**src/rtl/i2cs_pkg.sv**
```systemverilog
// rtl/i2cs_pkg.sv - shared types and constants for the i2c register-page slave
package i2cs_pkg;

   localparam int BYTE_W = 8;
   localparam int CNT_W  = 3;

   localparam logic I2C_RW_READ = 1'b1;
   localparam logic I2C_ACK     = 1'b0;

   typedef enum logic [3:0] {
      ST_IDLE    = 4'd0,
      ST_DEV     = 4'd1,
      ST_DEV_ACK = 4'd2,
      ST_REG     = 4'd3,
      ST_REG_ACK = 4'd4,
      ST_WR      = 4'd5,
      ST_WR_ACK  = 4'd6,
      ST_RD      = 4'd7,
      ST_RD_ACK  = 4'd8,
      ST_IGNORE  = 4'd9
   } state_t;

endpackage

```
**src/rtl/i2cs_bus_filt.sv**
```systemverilog
// rtl/i2cs_bus_filt.sv - SCL/SDA synchronizer, glitch filter and bus event detect
module i2cs_bus_filt #(
   parameter int SYNC_STG = 2,
   parameter int FILT_LEN = 3
) (
   input  logic clk,
   input  logic rst_n,
   input  logic scl,
   input  logic sda,
   output logic scl_rise,
   output logic scl_fall,
   output logic start,
   output logic stop,
   output logic sda_lvl
);

   logic [SYNC_STG-1:0] scl_sync, sda_sync;
   logic [FILT_LEN-1:0] scl_win, sda_win;
   logic                scl_lvl, scl_q, sda_q;

   // Everything resets to the idle-bus level so release of reset never looks like a START.
   always_ff @(posedge clk or negedge rst_n) begin
      if (!rst_n) begin
         scl_sync <= '1;
         sda_sync <= '1;
         scl_win  <= '1;
         sda_win  <= '1;
         scl_lvl  <= 1'b1;
         sda_lvl  <= 1'b1;
         scl_q    <= 1'b1;
         sda_q    <= 1'b1;
      end else begin
         scl_sync <= {scl_sync[SYNC_STG-2:0], scl};
         sda_sync <= {sda_sync[SYNC_STG-2:0], sda};
         scl_win  <= {scl_win[FILT_LEN-2:0], scl_sync[SYNC_STG-1]};
         sda_win  <= {sda_win[FILT_LEN-2:0], sda_sync[SYNC_STG-1]};
         if (&scl_win)
            scl_lvl <= 1'b1;
         else if (!(|scl_win))
            scl_lvl <= 1'b0;
         if (&sda_win)
            sda_lvl <= 1'b1;
         else if (!(|sda_win))
            sda_lvl <= 1'b0;
         scl_q <= scl_lvl;
         sda_q <= sda_lvl;
      end
   end

   assign scl_rise = scl_lvl & ~scl_q;
   assign scl_fall = ~scl_lvl & scl_q;
   // SCL must be high both before and after the SDA edge to qualify as START/STOP.
   assign start    = scl_lvl & scl_q & sda_q & ~sda_lvl;
   assign stop     = scl_lvl & scl_q & ~sda_q & sda_lvl;

endmodule

```
**src/rtl/i2cs_reg_slave.sv**
```systemverilog
// rtl/i2cs_reg_slave.sv - i2c slave decoding device/pointer/data bytes onto a register page
module i2cs_reg_slave
   import i2cs_pkg::*;
#(
   parameter logic [6:0] DEV_ID   = 7'h3C,
   parameter int         SYNC_STG = 2,
   parameter int         FILT_LEN = 3,
   parameter int         AUTO_INC = 1
) (
   input  logic              i2cs_clk,
   input  logic              i2cs_rst_n,
   input  logic              i_scl,
   input  logic              i_sda,
   output logic              o_sda_en,
   output logic [BYTE_W-1:0] o_reg_wr_addr,
   output logic [BYTE_W-1:0] o_reg_wr_data,
   output logic              o_reg_wr_en,
   output logic [BYTE_W-1:0] o_reg_rd_addr,
   output logic              o_reg_rd_en,
   input  logic [BYTE_W-1:0] i_reg_rd_data,
   output logic              o_busy
);

   localparam logic [BYTE_W-1:0] PTR_STEP = (AUTO_INC != 0) ? 8'd1 : 8'd0;

   logic              scl_rise, scl_fall, start, stop, sda_lvl;
   state_t            state;
   logic [CNT_W-1:0]  cnt;
   logic [BYTE_W-2:0] rx_sh;
   logic [BYTE_W-1:0] tx_sh, ptr, rx_byte;
   logic              mack, load_pend, rx_state, byte_end;

   i2cs_bus_filt #(.SYNC_STG(SYNC_STG), .FILT_LEN(FILT_LEN)) u_filt (
      .clk      (i2cs_clk),
      .rst_n    (i2cs_rst_n),
      .scl      (i_scl),
      .sda      (i_sda),
      .scl_rise (scl_rise),
      .scl_fall (scl_fall),
      .start    (start),
      .stop     (stop),
      .sda_lvl  (sda_lvl)
   );

   assign rx_byte       = {rx_sh, sda_lvl};
   assign byte_end      = &cnt;
   assign rx_state      = (state == ST_DEV) || (state == ST_REG) || (state == ST_WR);
   assign o_reg_rd_addr = ptr;

   always_ff @(posedge i2cs_clk or negedge i2cs_rst_n) begin
      if (!i2cs_rst_n) begin
         state         <= ST_IDLE;
         cnt           <= '0;
         rx_sh         <= '0;
         tx_sh         <= '0;
         ptr           <= '0;
         mack          <= 1'b0;
         load_pend     <= 1'b0;
         o_sda_en      <= 1'b0;
         o_reg_wr_addr <= '0;
         o_reg_wr_data <= '0;
         o_reg_wr_en   <= 1'b0;
         o_reg_rd_en   <= 1'b0;
         o_busy        <= 1'b0;
      end else begin
         o_reg_wr_en <= 1'b0;
         o_reg_rd_en <= 1'b0;
         load_pend   <= 1'b0;
         if (start) begin
            state    <= ST_DEV;
            cnt      <= '0;
            mack     <= 1'b0;
            o_sda_en <= 1'b0;
         end else if (stop) begin
            state    <= ST_IDLE;
            cnt      <= '0;
            mack     <= 1'b0;
            o_sda_en <= 1'b0;
            o_busy   <= 1'b0;
         end else if (load_pend) begin
            // Read data arrives one cycle after the strobe; MSB goes on the wire right away.
            tx_sh    <= {i_reg_rd_data[BYTE_W-2:0], 1'b0};
            o_sda_en <= ~i_reg_rd_data[BYTE_W-1];
         end else begin
            if (scl_rise && (rx_state || state == ST_RD))
               cnt <= cnt + 1'b1;
            if (scl_rise && rx_state)
               rx_sh <= rx_byte[BYTE_W-2:0];
            case (state)
               ST_DEV: begin
                  if (scl_rise && byte_end) begin
                     if (rx_byte[BYTE_W-1:1] == DEV_ID) begin
                        state  <= ST_DEV_ACK;
                        o_busy <= 1'b1;
                     end else begin
                        state  <= ST_IGNORE;
                     end
                  end
               end
               ST_REG: begin
                  if (scl_rise && byte_end) begin
                     ptr   <= rx_byte;
                     state <= ST_REG_ACK;
                  end
               end
               ST_WR: begin
                  if (scl_rise && byte_end) begin
                     o_reg_wr_addr <= ptr;
                     o_reg_wr_data <= rx_byte;
                     o_reg_wr_en   <= 1'b1;
                     ptr           <= ptr + PTR_STEP;
                     state         <= ST_WR_ACK;
                  end
               end
               // o_sda_en doubles as the ACK phase flag: first fall drives, second releases.
               ST_DEV_ACK, ST_REG_ACK, ST_WR_ACK: begin
                  if (scl_fall) begin
                     if (!o_sda_en) begin
                        o_sda_en <= 1'b1;
                     end else begin
                        o_sda_en <= 1'b0;
                        cnt      <= '0;
                        if (state == ST_DEV_ACK && rx_sh[0] == I2C_RW_READ) begin
                           o_reg_rd_en <= 1'b1;
                           load_pend   <= 1'b1;
                           state       <= ST_RD;
                        end else if (state == ST_DEV_ACK) begin
                           state <= ST_REG;
                        end else begin
                           state <= ST_WR;
                        end
                     end
                  end
               end
               ST_RD: begin
                  if (scl_rise && byte_end) begin
                     state <= ST_RD_ACK;
                  end else if (scl_fall) begin
                     o_sda_en <= ~tx_sh[BYTE_W-1];
                     tx_sh    <= {tx_sh[BYTE_W-2:0], 1'b0};
                  end
               end
               ST_RD_ACK: begin
                  if (scl_rise) begin
                     if (sda_lvl == I2C_ACK) begin
                        mack <= 1'b1;
                        ptr  <= ptr + PTR_STEP;
                     end else begin
                        state <= ST_IGNORE;
                     end
                  end else if (scl_fall) begin
                     if (mack) begin
                        mack        <= 1'b0;
                        o_reg_rd_en <= 1'b1;
                        load_pend   <= 1'b1;
                        state       <= ST_RD;
                     end else begin
                        o_sda_en <= 1'b0;
                     end
                  end
               end
               default: ;
            endcase
         end
      end
   end

endmodule

```
**config.mk**
```make
export PLATFORM = sky130hd
export DESIGN_NAME = i2cs_reg_slave
export DESIGN_NICKNAME = d
export VERILOG_FILES = /design/src/rtl/i2cs_pkg.sv /design/src/rtl/i2cs_bus_filt.sv /design/src/rtl/i2cs_reg_slave.sv
export SDC_FILE = /design/constraint.sdc
export NUM_CORES = 1
export LEC_CHECK = 0
export CORE_ASPECT_RATIO = 1.75
export CORE_MARGIN = 5
export CORE_UTILIZATION = 30
export DETAILED_ROUTE_END_ITERATION = 10
export SYNTH_ARGS = -nofsm -noshare
export SYNTH_HDL_FRONTEND = slang
export SYNTH_HIERARCHICAL = 1
export SYNTH_SLANG_ARGS = --single-unit
```
**constraint.sdc**
```tcl
create_clock -name i2cs_clk -period 3.2 [get_ports i2cs_clk]
set_input_delay 0.64 -clock i2cs_clk [delete_from_list [all_inputs] [get_ports i2cs_clk]]
set_output_delay 0.64 -clock i2cs_clk [all_outputs]
set_load 0.01 [all_outputs]
```
==> impl_metrics.ini, run 1 <==
[clock_network]
clk_latency_ns = 0.33
cts_setup_buffers = 0
clock-sinks = 64
clk_pin_slew_ns = 0.06
numCtsBuffers = 9
ctsLongestPathBuffers = 2
clock-root-buffer = clkbuf_16
cts_max_level = 3
cts_hold_buf = 0
cts_tree = done
cts-resized-gates = 0

[sta]
whs_ns = 0.276
max_clock_freq_mhz = 404
fin_crit_ns = 2.48
hold_violations = 0
setup_ws_ns = 0.725
slew_violations = 0
tns_ns = 0
fin_skew_ns = 0.00465
period_share_pct = 77.3
slew_headroom_pct = 53.8
finalSetupViolCount = 0
rsz0062_at_grt = no
worst_slew_pin_slew_ns = 0.693

[synthesis]
synthDistinctLibCells = 58
synth_seq_area_share_pct = 51.2
synth_nets = 286
syn_area_mm2 = 0.00316
async_reset_ff_share_pct = 100
synth_edf_count = 0
synth_seq_cells = 64
synth_flop_cell = dfrtp_1
synth.avg_cell_area_um2 = 11.7
synthCells = 271
yosys_warnings = 6

[global_routing]
grt_pass1_wl_um = 12500
grt.overflow.total = 0
grt_pass1_vias = 2431
gr-usage-all-layers_pct = 12.7
antenna_found_initial = 0
grt_max_degree = 26

[finish]
drive_above_1_share_pct = 26.8
fin_cells = 441
nFillCells = 1021
final_cell_area_mm2 = 0.00396
fin_util_pct = 38.4
antenna_cells = 0
final_nets = 324
area_growth_pct = 25.1

[pwr]
switchingPower_mw = 0.948
cellPowerDensity_mw_per_mm2 = 707
netSwitchingFraction_pct = 33.9
p_int_mw = 1.85
p_leak_nw = 1.71
power_frac_comb_pct = 23.8
power_frac_clock_pct = 34.3
seq_power_share_pct = 41.9
worst_ir_drop_vdd_v = 0.000359
finalPower_mw = 2.79

[placement]
port_buffers = 39
hpwl_um = 5510
placed_area_mm2 = 0.00366
gp_congestion = 0.855
pre_cts_ws_ns = 0.750
dp.cells = 425

[floorplanning]
dieWidth_um = 87.6
die-area_mm2 = 0.0128
fp.dieH_um = 146
std_cell_rows = 49
ios = 40
core_mm2 = 0.0103
initial_core_util_pct = 30.7

[worst_setup_path]
crit_arrival_ns = 2.69
cp.required_ns = 3.42
cp_slowest_stage_delay_ns = 0.74
end_kind = flop
path_cells = or4b_1 > nand2_1 > mux2_2 > mux2_2
critPathSlowestCell = or4b_1
cp-start-kind = flop
path_max_fanout = 19
crit_top_cell = mux2_2
crit_family = simple AND/OR/NAND/NOR gates
path_class = reg2reg
path_buf_inv = 0

[min_path]
hold_path.class = in2async

[routing]
drt_iter0_markers = 118
routed_wl_um = 7560
drc = 0
dr.pass1.iters = 4
num_vias = 2359
via_per_inst = 5.35
final_antenna_net_count = 0
wl_per_cell_um = 17.1

[status]
status = finished, final reports clean

[job]
drv_cap = 0
==> final cells by class <==
type / instances / area (um2) / share of cell area (%)
Clock buffer: 10 / 250 / 6.33
Tap cell: 127 / 159 / 4.02
Multi-Input combinational cell: 186 / 1450 / 36.6
Inverter: 6 / 22.5 / 0.569
Timing Repair Buffer: 42 / 408 / 10.3
Sequential cell: 64 / 1620 / 40.9
Clock inverter: 6 / 48.8 / 1.23
==> final timing paths <==
path | start | slack (ns) | cells after the start | end
hold / removal | i2cs_rst_n | 0.28 | 1 | o_reg_wr_en$_DFF_PN0_
setup / recovery | state[2]$_DFFE_PN0P_ | 0.72 | 4 | o_reg_rd_addr[1]$_DFFE_PN0P_
hold reg to reg | u_filt/sda_sync[0]$_DFF_PN1_ | 0.35 | 0 | u_filt/sda_sync[1]$_DFF_PN1_
min in group i2cs_clk | u_filt/sda_sync[0]$_DFF_PN1_ | 0.35 | 0 | u_filt/sda_sync[1]$_DFF_PN1_
setup reg to reg | state[2]$_DFFE_PN0P_ | 0.72 | 4 | o_reg_rd_addr[1]$_DFFE_PN0P_
max in group asynchronous | i2cs_rst_n | 2.20 | 2 | u_filt/sda_q$_DFF_PN1_
==> power by group through the flow <==
stage / sequential [mW] / combinational [mW] / clock, mW
CTS: 1.18 / 0.668 / 0.979
detailed placement: 1.19 / 0.665 / 0
finish: 1.17 / 0.665 / 0.958
global placement: 1.18 / 0.654 / 0
global route: 1.20 / 0.740 / 1.02
floorplan: 1.04 / 0.583 / 0
==> metal layers <==
metal	track usage [%]	wire (um)
met4	6.22	197
met5	0	0
met3	3.34	370
met2	22.3	4230
met1	13.5	2760
==> cells in the final DEF, fill, tap and decap left out, drive strengths merged, types with 4 or more instances in the layout <==
cell	synthesis	final
clkbuf	8	10
dfrtp	50	50
and4b	4	4
a211oi	7	7
inv	6	9
a21oi	11	11
nor3	8	8
nand2	13	13
a31oi	5	5
buf	7	4
nor2	13	13
dfstp	14	14
clkdlybuf4s50	0	38
a2bb2oi	6	6
nor3b	6	6
mux2	36	36
o21ai	16	16
==> kinds of logic (layout without fill, tap and decap cells) <==
group / Yosys count / in the layout / share of synthesized area (%)
XOR/XNOR: 2 / 2 / 0.554
adder cells (fa/ha/maj): 3 / 3 / 1.19
AND/OR/NAND/NOR: 77 / 77 / 15.9
flip-flops: 64 / 64 / 51.2
AO/OA/AOI/OAI: 65 / 65 / 14.4
buffers and inverters: 21 / 64 / 2.97
multiplexers: 39 / 39 / 13.8
==> synthesized netlist by cell type, drive strengths merged (2+ instances only) <==
cell     number  share of area [%]
nor3          8                1.3
or4           2               0.47
o2111ai       2               0.55
and4          2               0.55
mux2i         3               0.95
or2           2               0.40
clkbuf        8               0.95
a211o         3               0.83
buf           7                1.3
a2bb2oi       6                1.7
and2          3               0.59
and3          3               0.59
or4b          2               0.63
a211oi        7                1.7
o211ai        3               0.71
and4b         4                1.3
o21ai        16                2.5
dfstp        14                 12
inv           6               0.71
ha            3                1.2
nor2         13                1.5
nand2        13                1.6
nor2b         2               0.40
o32a          2               0.67
nor4b         2                1.0
mux2         36                 13
or3           2               0.40
a31oi         5               0.99
nand3b        2               0.47
nand3         3               0.47
nand4b        3                1.0
nor3b         6                1.7
a21oi        11                1.7
dfrtp        50                 40
==> worst reg2reg max path: cells and delay by family, from the launching register on <==
| family | cells | cell delay [ns] |
|---|---|---|
| muxes | 2 | 0.64 |
| DFF | 1 | 0.61 |
| and+or+nand+nor | 2 | 1.12 |
==> state kept, by name, summed over array words and instances (netlist names), 2 cells and up <==
register and flops:
o_reg_rd_addr 8, o_reg_wr_addr 8, o_reg_wr_data 8, rx_sh 7, tx_sh 7, state 4
cnt 3, u_filt/scl_win 3, u_filt/sda_win 3, u_filt/scl_sync 2, u_filt/sda_sync 2
Power figures use the tool's default switching activity.
==> run 2, diff against run 1 <==
- clock period: 3.2 -> 2.3 ns (I/O delays scaled with it)
==> impl_metrics.ini, run 2 (synthesis results as in run 1) <==
[worst_setup_path]
cp-start-kind = flop
critPathSlowestCell = dfstp_2
path_max_fanout = 6
rrSetupSlack_ns = 0.14
path_class = reg2reg
worstReg2RegStart = u_filt/scl_lvl$_DFFE_PN1P_
crit_arrival_ns = 2.37
rr_worst_depth = 5
path_cells = nor2b_1 > mux2_2 > o32a_2 > and4b_1 > a211o_1
cp_slowest_stage_delay_ns = 0.57
end_kind = flop
timing.rr.end = state[0]$_DFFE_PN0P_
crit_family = flip-flops
path_buf_inv = 0
cp.required_ns = 2.51

[sta]
setup_ws_ns = 0.143
worst_slew_pin_slew_ns = 0.553
fin_skew_ns = 0.00444
slew_headroom_pct = 63.1
whs_ns = 0.138
hold_violations = 0
max_clock_freq_mhz = 464
slew_violations = 0
rsz0062_at_grt = no
tns_ns = 0
finalSetupViolCount = 0
fin_crit_ns = 2.16
period_share_pct = 93.8

[routing]
via_per_inst = 5.29
num_vias = 2423
wl_per_cell_um = 17.1
dr.pass1.iters = 4
routed_wl_um = 7850
drt_iter0_markers = 272
final_antenna_net_count = 0
drc = 0

[min_path]
hold_path.class = in2async

[placement]
hpwl_um = 5650
placed_area_mm2 = 0.00381
port_buffers = 39
gp_congestion = 0.860
dp.cells = 442
pre_cts_ws_ns = 0.160

[clock_network]
cts-resized-gates = 0
clock-root-buffer = clkbuf_16
cts_setup_buffers = 0
clk_latency_ns = 0.33
cts_max_level = 3
cts_hold_buf = 0
clk_pin_slew_ns = 0.05
ctsLongestPathBuffers = 2
cts_tree = done
clock-sinks = 64
numCtsBuffers = 9

[floorplanning]
die-area_mm2 = 0.0128
core_mm2 = 0.0103
initial_core_util_pct = 30.7
fp.dieH_um = 146
ios = 40
dieWidth_um = 87.6
std_cell_rows = 49

[finish]
fin_cells = 458
area_growth_pct = 30.4
final_nets = 341
seqCellArea_mm2 = 0.00162
multi_input_area_mm2 = 0.00145
final_cell_area_mm2 = 0.00412
nFillCells = 1019
layout_commonest_cell = dfrtp_1
final_cell_mix = dfrtp_1, clkdlybuf4s50_1, mux2_2
antenna_cells = 0
drive_above_1_share_pct = 30.8
fin_util_pct = 40.0

[global_routing]
grt_pass1_wl_um = 13600
gr-usage-all-layers_pct = 13.6
antenna_found_initial = 0
grt_pass1_vias = 2658
grt_max_degree = 65
grt.overflow.total = 0

[status]
status = finished, final reports clean

[job]
drv_cap = 0

[pwr]
cellPowerDensity_mw_per_mm2 = 984
worst_ir_drop_vdd_v = 0.000465
finalPower_mw = 4.06
p_leak_nw = 1.83
==> run 2: power by group <==
group | total [mW] | internal [mW] | switching [mW]
combinational | 1.17 | 0.559 | 0.614
sequential | 1.52 | 1.30 | 0.217
clock | 1.37 | 0.860 | 0.506
==> run 2: layer usage <==
layer | track usage, % | vias to the layer above | wire (um) | part of all wire (%)
met5 | 0 | - | 0 | 0
met1 | 14.9 | 1196 | 2870 | 37
met2 | 22.7 | 68 | 4280 | 54
li1 | - | 1131 | - | -
met3 | 3.63 | 28 | 330 | 4.2
met4 | 8.68 | 0 | 369 | 4.7
==> run 2: how the worst max path moves through the flow <==
stage	depth (start not counted)	endpoint	slack (ns)	startpoint
after floorplan	6	o_reg_rd_addr[1]$_DFFE_PN0P_	0.15	u_filt/scl_lvl$_DFFE_PN1P_
after detailed placement	6	state[0]$_DFFE_PN0P_	0.16	u_filt/scl_lvl$_DFFE_PN1P_
after global routing	5	state[0]$_DFFE_PN0P_	0.03	u_filt/scl_lvl$_DFFE_PN1P_
final	5	state[0]$_DFFE_PN0P_	0.14	u_filt/scl_lvl$_DFFE_PN1P_
after CTS	6	state[0]$_DFFE_PN0P_	0.15	u_filt/scl_lvl$_DFFE_PN1P_
after global placement	6	state[0]$_DFFE_PN0P_	0.13	u_filt/scl_lvl$_DFFE_PN1P_
==> run 2: layout make-up <==
cell class              count  share of cell area, %
inverters                   6                  0.546
repair buffers             59                   13.6
flip-flops and latches     64                   39.3
multi-input cells         186                   35.2
clock inverters             5                  0.820
well taps                 127                   3.86
clock buffers              11                   6.68
